--- config.mk ---
export PLATFORM = sky130hd
export DESIGN_NAME = circuit3_vector_sequencer
export DESIGN_NICKNAME = d
export VERILOG_FILES = /design/src/rtl/circuit3_vector_sequencer.sv
export SDC_FILE = /design/constraint.sdc
export NUM_CORES = 1
export LEC_CHECK = 0
export ABC_AREA = 1
export CORE_MARGIN = 1
export CORE_UTILIZATION = 48
export CTS_BUF_LIST = sky130_fd_sc_hd__clkbuf_16
export DETAILED_ROUTE_END_ITERATION = 6
export PLACE_DENSITY = 0.77
export SLEW_MARGIN = 10
export SYNTH_ARGS = -nofsm -noshare
export SYNTH_HDL_FRONTEND = slang
export SYNTH_SLANG_ARGS = --single-unit
--- constraint.sdc ---
create_clock -name clk -period 2 [get_ports clk]
set_clock_uncertainty 0.1 [all_clocks]
set_input_delay 0.6 -clock clk [delete_from_list [all_inputs] [get_ports clk]]
set_output_delay 0.6 -clock clk [all_outputs]
set_load 0.05 [all_outputs]
--- src/rtl/circuit3_vector_sequencer.sv ---
// Self-test sequencer for the 3-input OR test circuit: walks all 8 input vectors,
// samples y after a settle delay and reports pass/fail, responses and first failing vector.
module circuit3_vector_sequencer #(
  parameter logic [7:0]  EXP_TRUTH     = 8'hFE,
  parameter int unsigned SETTLE_CYCLES = 2,
  parameter int unsigned CNT_W         = 4
) (
  input  logic       clk,
  input  logic       rst_n,
  input  logic       start,
  input  logic       abort,
  input  logic       dut_y,
  output logic       dut_a,
  output logic       dut_b,
  output logic       dut_c,
  output logic       busy,
  output logic       done,
  output logic       pass,
  output logic [3:0] fail_count,
  output logic [2:0] first_fail_vec,
  output logic [7:0] resp_vec
);

  localparam int unsigned VEC_W  = 3;
  localparam int unsigned FAIL_W = 4;
  localparam logic [CNT_W-1:0] SETTLE_LOAD =
    (SETTLE_CYCLES == 0) ? '0 : CNT_W'(SETTLE_CYCLES - 1);

  typedef enum logic [2:0] {
    S_IDLE,
    S_APPLY,
    S_SETTLE,
    S_SAMPLE,
    S_DONE
  } state_t;

  state_t             state;
  logic [VEC_W-1:0]   vec_q;
  logic [VEC_W-1:0]   abc_q;
  logic [CNT_W-1:0]   settle_cnt;
  logic               mismatch_c;
  logic [FAIL_W-1:0]  fail_next_c;

  assign {dut_a, dut_b, dut_c} = abc_q;

  // Outcome of the vector currently being sampled
  always_comb begin
    mismatch_c  = (dut_y != EXP_TRUTH[vec_q]);
    fail_next_c = fail_count + FAIL_W'(mismatch_c);
  end

  always_ff @(posedge clk or negedge rst_n) begin
    if (!rst_n) begin
      state          <= S_IDLE;
      vec_q          <= '0;
      abc_q          <= '0;
      settle_cnt     <= '0;
      busy           <= 1'b0;
      done           <= 1'b0;
      pass           <= 1'b0;
      fail_count     <= '0;
      first_fail_vec <= '0;
      resp_vec       <= '0;
    end else begin
      case (state)
        S_IDLE, S_DONE: begin
          if (abort) begin
            state <= S_IDLE;
            done  <= 1'b0;
            pass  <= 1'b0;
          end else if (start) begin
            state          <= S_APPLY;
            vec_q          <= '0;
            abc_q          <= '0;
            busy           <= 1'b1;
            done           <= 1'b0;
            pass           <= 1'b0;
            fail_count     <= '0;
            first_fail_vec <= '0;
            resp_vec       <= '0;
          end
        end

        S_APPLY: begin
          if (abort) begin
            state <= S_IDLE;
            abc_q <= '0;
            busy  <= 1'b0;
          end else if (SETTLE_CYCLES == 0) begin
            state <= S_SAMPLE;
          end else begin
            settle_cnt <= SETTLE_LOAD;
            state      <= S_SETTLE;
          end
        end

        S_SETTLE: begin
          if (abort) begin
            state <= S_IDLE;
            abc_q <= '0;
            busy  <= 1'b0;
          end else if (settle_cnt == '0) begin
            state <= S_SAMPLE;
          end else begin
            settle_cnt <= settle_cnt - CNT_W'(1);
          end
        end

        S_SAMPLE: begin
          if (abort) begin
            // aborted vector's sample is discarded
            state <= S_IDLE;
            abc_q <= '0;
            busy  <= 1'b0;
          end else begin
            resp_vec[vec_q] <= dut_y;
            fail_count      <= fail_next_c;
            if (mismatch_c && (fail_count == '0)) begin
              first_fail_vec <= vec_q;
            end
            if (vec_q == VEC_W'(7)) begin
              state <= S_DONE;
              abc_q <= '0;
              busy  <= 1'b0;
              done  <= 1'b1;
              pass  <= (fail_next_c == '0);
            end else begin
              state <= S_APPLY;
              vec_q <= vec_q + VEC_W'(1);
              abc_q <= vec_q + VEC_W'(1);
            end
          end
        end

        default: begin
          state <= S_IDLE;
          abc_q <= '0;
          busy  <= 1'b0;
          done  <= 1'b0;
          pass  <= 1'b0;
        end
      endcase
    end
  end

endmodule

# Yosys cells after proc, flatten, opt, wreduce, memory -nomap -nowiden
# Memories as Yosys holds them, arrays and structs flattened.
# Index checks and enable logic that the tools add are counted.
# word_totals
ff_bits	31
mem_bits_ro	8
output_inout_bits	21
inputBits	5
word_cells	104
mem_count	1
# classes
n_bitwise	1
n_addsub	3
mux	50
n_eq_ne	19
n_lt_le_gt_ge	2
reduce_logical	18
# mem_list
memory	depth	width	read_ports	rd_ports_with_merged_regs	write_ports	line	text
(no name shown)	8	1	1	0	0	48	mismatch_c = (dut_y != EXP_TRUTH[vec_q]);
# op_table
operator	count
$mux 3	15
$mux 4	6
$mux 8	3
$ne 2x2->1 const B	9
$pmux 4 s2	2
$pmux 8 s2	1
$reduce_and 4->1	4
$mux 1	13
$logic_not 4->1	3
$pmux 3 s2	2
$pmux 3 s4	1
$reduce_and 5->1	2
$ne 3x3->1 const B	3
$pmux 1 s3	3
$pmux 3 s3	1
$bwmux 8	1
$eq 3x2->1 const B	2
$eq 3x3->1 const B	2
$add 4x1->4	1
$lt 3x4->1 const B	1
$reduce_bool 2->1	2
$reduce_or 2->1	2
$sub 4x1->4 const B	1
$add 3x1->3 const B	1
other kinds (11)	12

# Longest topological paths before layout
# depth
depth_word	8
depth_mapped	12
depth_no_buf	12

# Least setup slack after synthesis
# Ideal clock, no wire load.
# synth_timing
path_type	register to register
startpoint	register vec_q[0]
endpoint	register pass
stages_incl_launch_ff	13
synth_period_minus_slack_ps	2091
t_arrival_ps	1925
path_buffers	0
slack_ps	-91
t_required_ps	1834
setup_time_ps	66
cell_sequence	dfrtp_1 > inv_1 > ha_1 > nand2_1 > nand2_1 > nand2_1 > inv_1 > ha_1 > ha_1 > or2_2 > nor2_1 > nand3b_1 > nand2_1
# synth_between
elab_chain_cells	8
elab_cells_between_ends	11
cone_classes	1 x add/sub; 3 x eq/ne; 4 x mux; 2 x reduce/logical; 1 x memory
# synth_lines
element	line	text
start, declared	38	logic [VEC_W-1:0] vec_q;
start signal, assigned	129	vec_q <= vec_q + VEC_W'(1);
$mem_v2 8x1	--	
$mux 1 (implied by the code)	48	
$ne 1x1->1	48	
$add 4x1->4	49	fail_next_c = fail_count + FAIL_W'(mismatch_c);
$logic_not 4->1	126	pass <= (fail_next_c == '0);
$mux 1	121	if (vec_q == VEC_W'(7)) begin
$mux 1	110	if (abort) begin
$pmux 1 s3	65	case (state)
end signal, assigned	126	
end, declared	18	output logic pass,
# Parallel ways exist; a longest one is shown, timed or not. The select of a mux whose other input is x is not followed.
# A chain may end at the register's enable or synchronous reset.

# Final worst setup path
# layout_timing
startpoint	input dut_y
endpoint	register pass
# layout_between
elab_chain_cells	6
# layout_lines
element	line	text
start, declared	12	input logic dut_y,
$ne 1x1->1	48	
$add 4x1->4	49	
$logic_not 4->1	126	
$mux 1	121	
$mux 1	110	
$pmux 1 s3	65	
# Every way passes these cells. The select of a mux whose other input is x is not followed.

==> reports/results.txt <==
The height of the chip came out at 61.94 um. The cell chosen for the clock root was sky130_fd_sc_hd__clkbuf_16. The category of the most critical setup path is in2reg. In this run the core area contains 21 standard-cell rows. The run finished with clean final reports.

After synthesis the cells add up to 1724 um2. Summed over all nets, the half-perimeter wirelength after detailed placement is 2.539 mm. The total number of yosys warnings was 0. At the worst endpoint, the required time is 2.11 ns.

For the die area, the log shows 3836 um2. Summed over all cells, the static leakage comes to 1.280 nW. After layout, the minimum clock period comes to 1.930 ns. During I/O placement, the number of pins put on the boundary was 26. Setup total negative slack: 0 ns.

The actual transition at the worst max-transition pin works out to 0.3936 ns. The endpoint type of the worst setup path was a register. Fraction of layout instances using a drive strength above 1: 23.16%. Number of global-route vias before repair: 1,514. The tools report the synthesized netlist net count as 238. Hold timing on the final database bottoms out at a slack of 0.3676 ns. Count of pins over their slew limit: 0.

The worst-case IR drop observed on VDD is 0.8109 mV. The logs give 2.04 ns for the data arrival time of the critical path and 775.7 um2 for the sequential cell area. Global routing consumed, over all layers together, 21.83% of the routing resources. Averaged over all synthesized cells, the footprint is 7.629 um2. TritonCTS created 5 clock buffers.

The run gives 25 as the post-synthesis cell type count. TritonCTS built the clock tree. The final layout contains 283 nets. The library cells used most frequently in the layout, excluding fill and tap cells, are sky130_fd_sc_hd__nand2_1, sky130_fd_sc_hd__buf_4, sky130_fd_sc_hd__dfrtp_1, sky130_fd_sc_hd__inv_1, sky130_fd_sc_hd__nand3_1. The cell total after placement is 309. The starting density of the core was 50.87%; the clock slew seen by the registers of the worst setup and hold paths was 0.05 ns. After detailed routing, the total wire length is 3.509 mm. The number of DRC violations after detailed-routing iteration 0 came out at 47. The total global routing overflow was 0; the area overhead of the layout relative to synthesis was 32.73%.

In this run the tightest slew margin relative to its limit is 73.76%. The initial antenna violation count was 0. The count of state elements after synthesis came out at 31. The leading cell type in the layout, fill and taps excluded is sky130_fd_sc_hd__nand2_1.

The placed instances occupy a cell area of 2105 um2. The wire length of the first global-routing pass was 6.141 mm; the count of endpoints failing setup in the final report was 0. After synthesis, flip-flops and latches occupy 44.99% of the total area. The mean number of vias per cell was 4.903. The design area was 2288 um2; the via total after detailed routing was 1,559. After layout, the worst setup slack is 0.06967 ns. The tool flagged a number of max-cap violations equal to 0.

In this run the horizontal extent of the chip is 61.94 um. The total of fill cells in the finished design came out at 288. In this run the standard cell core region covers 3390 um2. In this run the worst path has a maximum fanout of 3. The tools report the multi-input combinational cell area as 854.6 um2. The post-place setup slack was -0.5588 ns.

The path class of the tightest hold or removal check is reg2reg. After detailed routing, the average wire length per cell comes to 11.03 um. The maximum operating frequency is 518.0 MHz, and the count of port buffers added during placement is 25.

The power density over cell area was 1112 nW/um2; the final period utilization was 96.52%. The detail route stage leaves a number of antenna-violating nets equal to 0. The worst-skew pair later-pin latency is 0.27 ns. Entering global routing, the biggest net connects 32 pins.

The number of clock sinks is 31, and the number of standard cells after synthesis is 226. No sink is reached through more buffers than the 2 on the longest clock path. The number of antenna diodes in the final layout is 0.

After detailed routing, the number of remaining DRC violations is 0. Routability-driven placement finished with a final weighted congestion of 0.8234. The number of hold-slack violations in the final timing report is 0, and the number of hold buffers added after cts is 0. The worst setup path is launched from a primary input. The H-tree was split into 2 levels.

The finished layout holds 318 standard cells, fillers aside. Length of the first detailed-routing pass in iterations: 4.
## flip-flops by register name (all words and copies together), names as in the netlist, 3 cells and up
| name | cells |
|---|---|
| resp_vec | 8 |
| fail_count | 4 |
| settle_cnt | 4 |
| abc_q | 3 |
| first_fail_vec | 3 |
| state | 3 |
| vec_q | 3 |
## synth_stat cells, drive strengths merged
cell | number | area (um2)
nand2 | 85 | 324.1
inv | 33 | 128.9
dfrtp | 31 | 775.7
nand3 | 27 | 175.2
nor2 | 19 | 81.33
o21ai | 10 | 50.05
ha | 7 | 87.58
nand4 | 3 | 18.77
buf | 2 | 20.01
nand3b | 2 | 15.01
xor2 | 2 | 17.52
a21oi | 1 | 5.000
nor3 | 1 | 5.000
o21a | 1 | 7.510
o22ai | 1 | 6.260
or2 | 1 | 6.260
## per-layer routing
metal	GRT usage, %	vias up	routed length, um
li1	-	803	-
met1	25.85	725	1599
met2	38.56	25	1775
met3	5.590	6	100
met4	7.302	0	34
met5	0	-	0
## power by group
group	switching [W]	internal (W)	total (W)
registers	0.0000694	0.000719	0.000788
logic	0.000668	0.000392	0.00106
clock network	0.000249	0.000448	0.000697
total	0.000987	0.00156	0.00255
## logic make-up (layout without fill, tap and decap cells)
family                     after synthesis  after routing  share of synthesized area (%)
AOI/OAI and AO/OA                       13             13                          3.992
buffers and inverters                   35             81                          8.636
xor gates and xnor gates                 2              2                          1.016
adders and majority gates                7              7                          5.080
and+or+nand+nor                        138            138                          36.28
DFF                                     31             31                          44.99
## repair_timing
action / CTS / global route
endpoints found under the setup margin: 2 / 2
resized for setup: 6 / 2
pin swaps: 3 / 4
setup buffers: 0 / 1
## critical path, cell delays in order
cell and delay (ns):
sky130_fd_sc_hd__dlygate4sd2_1 0.26, sky130_fd_sc_hd__nand3b_1 0.18, sky130_fd_sc_hd__nand2_1 0.09, sky130_fd_sc_hd__inv_2 0.04
sky130_fd_sc_hd__ha_4 0.16, sky130_fd_sc_hd__ha_4 0.23, sky130_fd_sc_hd__or2_4 0.24, sky130_fd_sc_hd__nor2_4 0.08
sky130_fd_sc_hd__nand3b_1 0.09, sky130_fd_sc_hd__nand2_1 0.07
## final timing paths
path                        startpoint            end  slack [ns]  cells after the start
setup / recovery                 dut_y           pass        0.07                     10
hold / removal             resp_vec[1]    resp_vec[1]        0.37                      2
setup reg to reg              vec_q[0]           pass        0.14                     11
hold reg to reg            resp_vec[1]    resp_vec[1]        0.37                      2
max in group asynchronous        rst_n  settle_cnt[0]        0.89                      2
min in group asynchronous        rst_n  fail_count[2]        0.62                      2
## final cells by class
class / count / share of cell area [%]
multi-input cells: 160 / 37.34
flip-flops and latches: 31 / 33.90
repair buffers: 40 / 14.60
inverters: 33 / 5.632
clock buffers: 5 / 5.467
well taps: 46 / 2.515
clock inverters: 3 / 0.5467
## metrics by stage
step	power (W)	util [%]
after CTS	0.002547	66.93
after global placement	0.001774	62.09
after detailed placement	0.001796	62.09
after global routing	0.002725	67.52
after floorplan	0.001529	-
final	0.002546	67.52
Note: power is estimated with default switching activity, not from simulation.
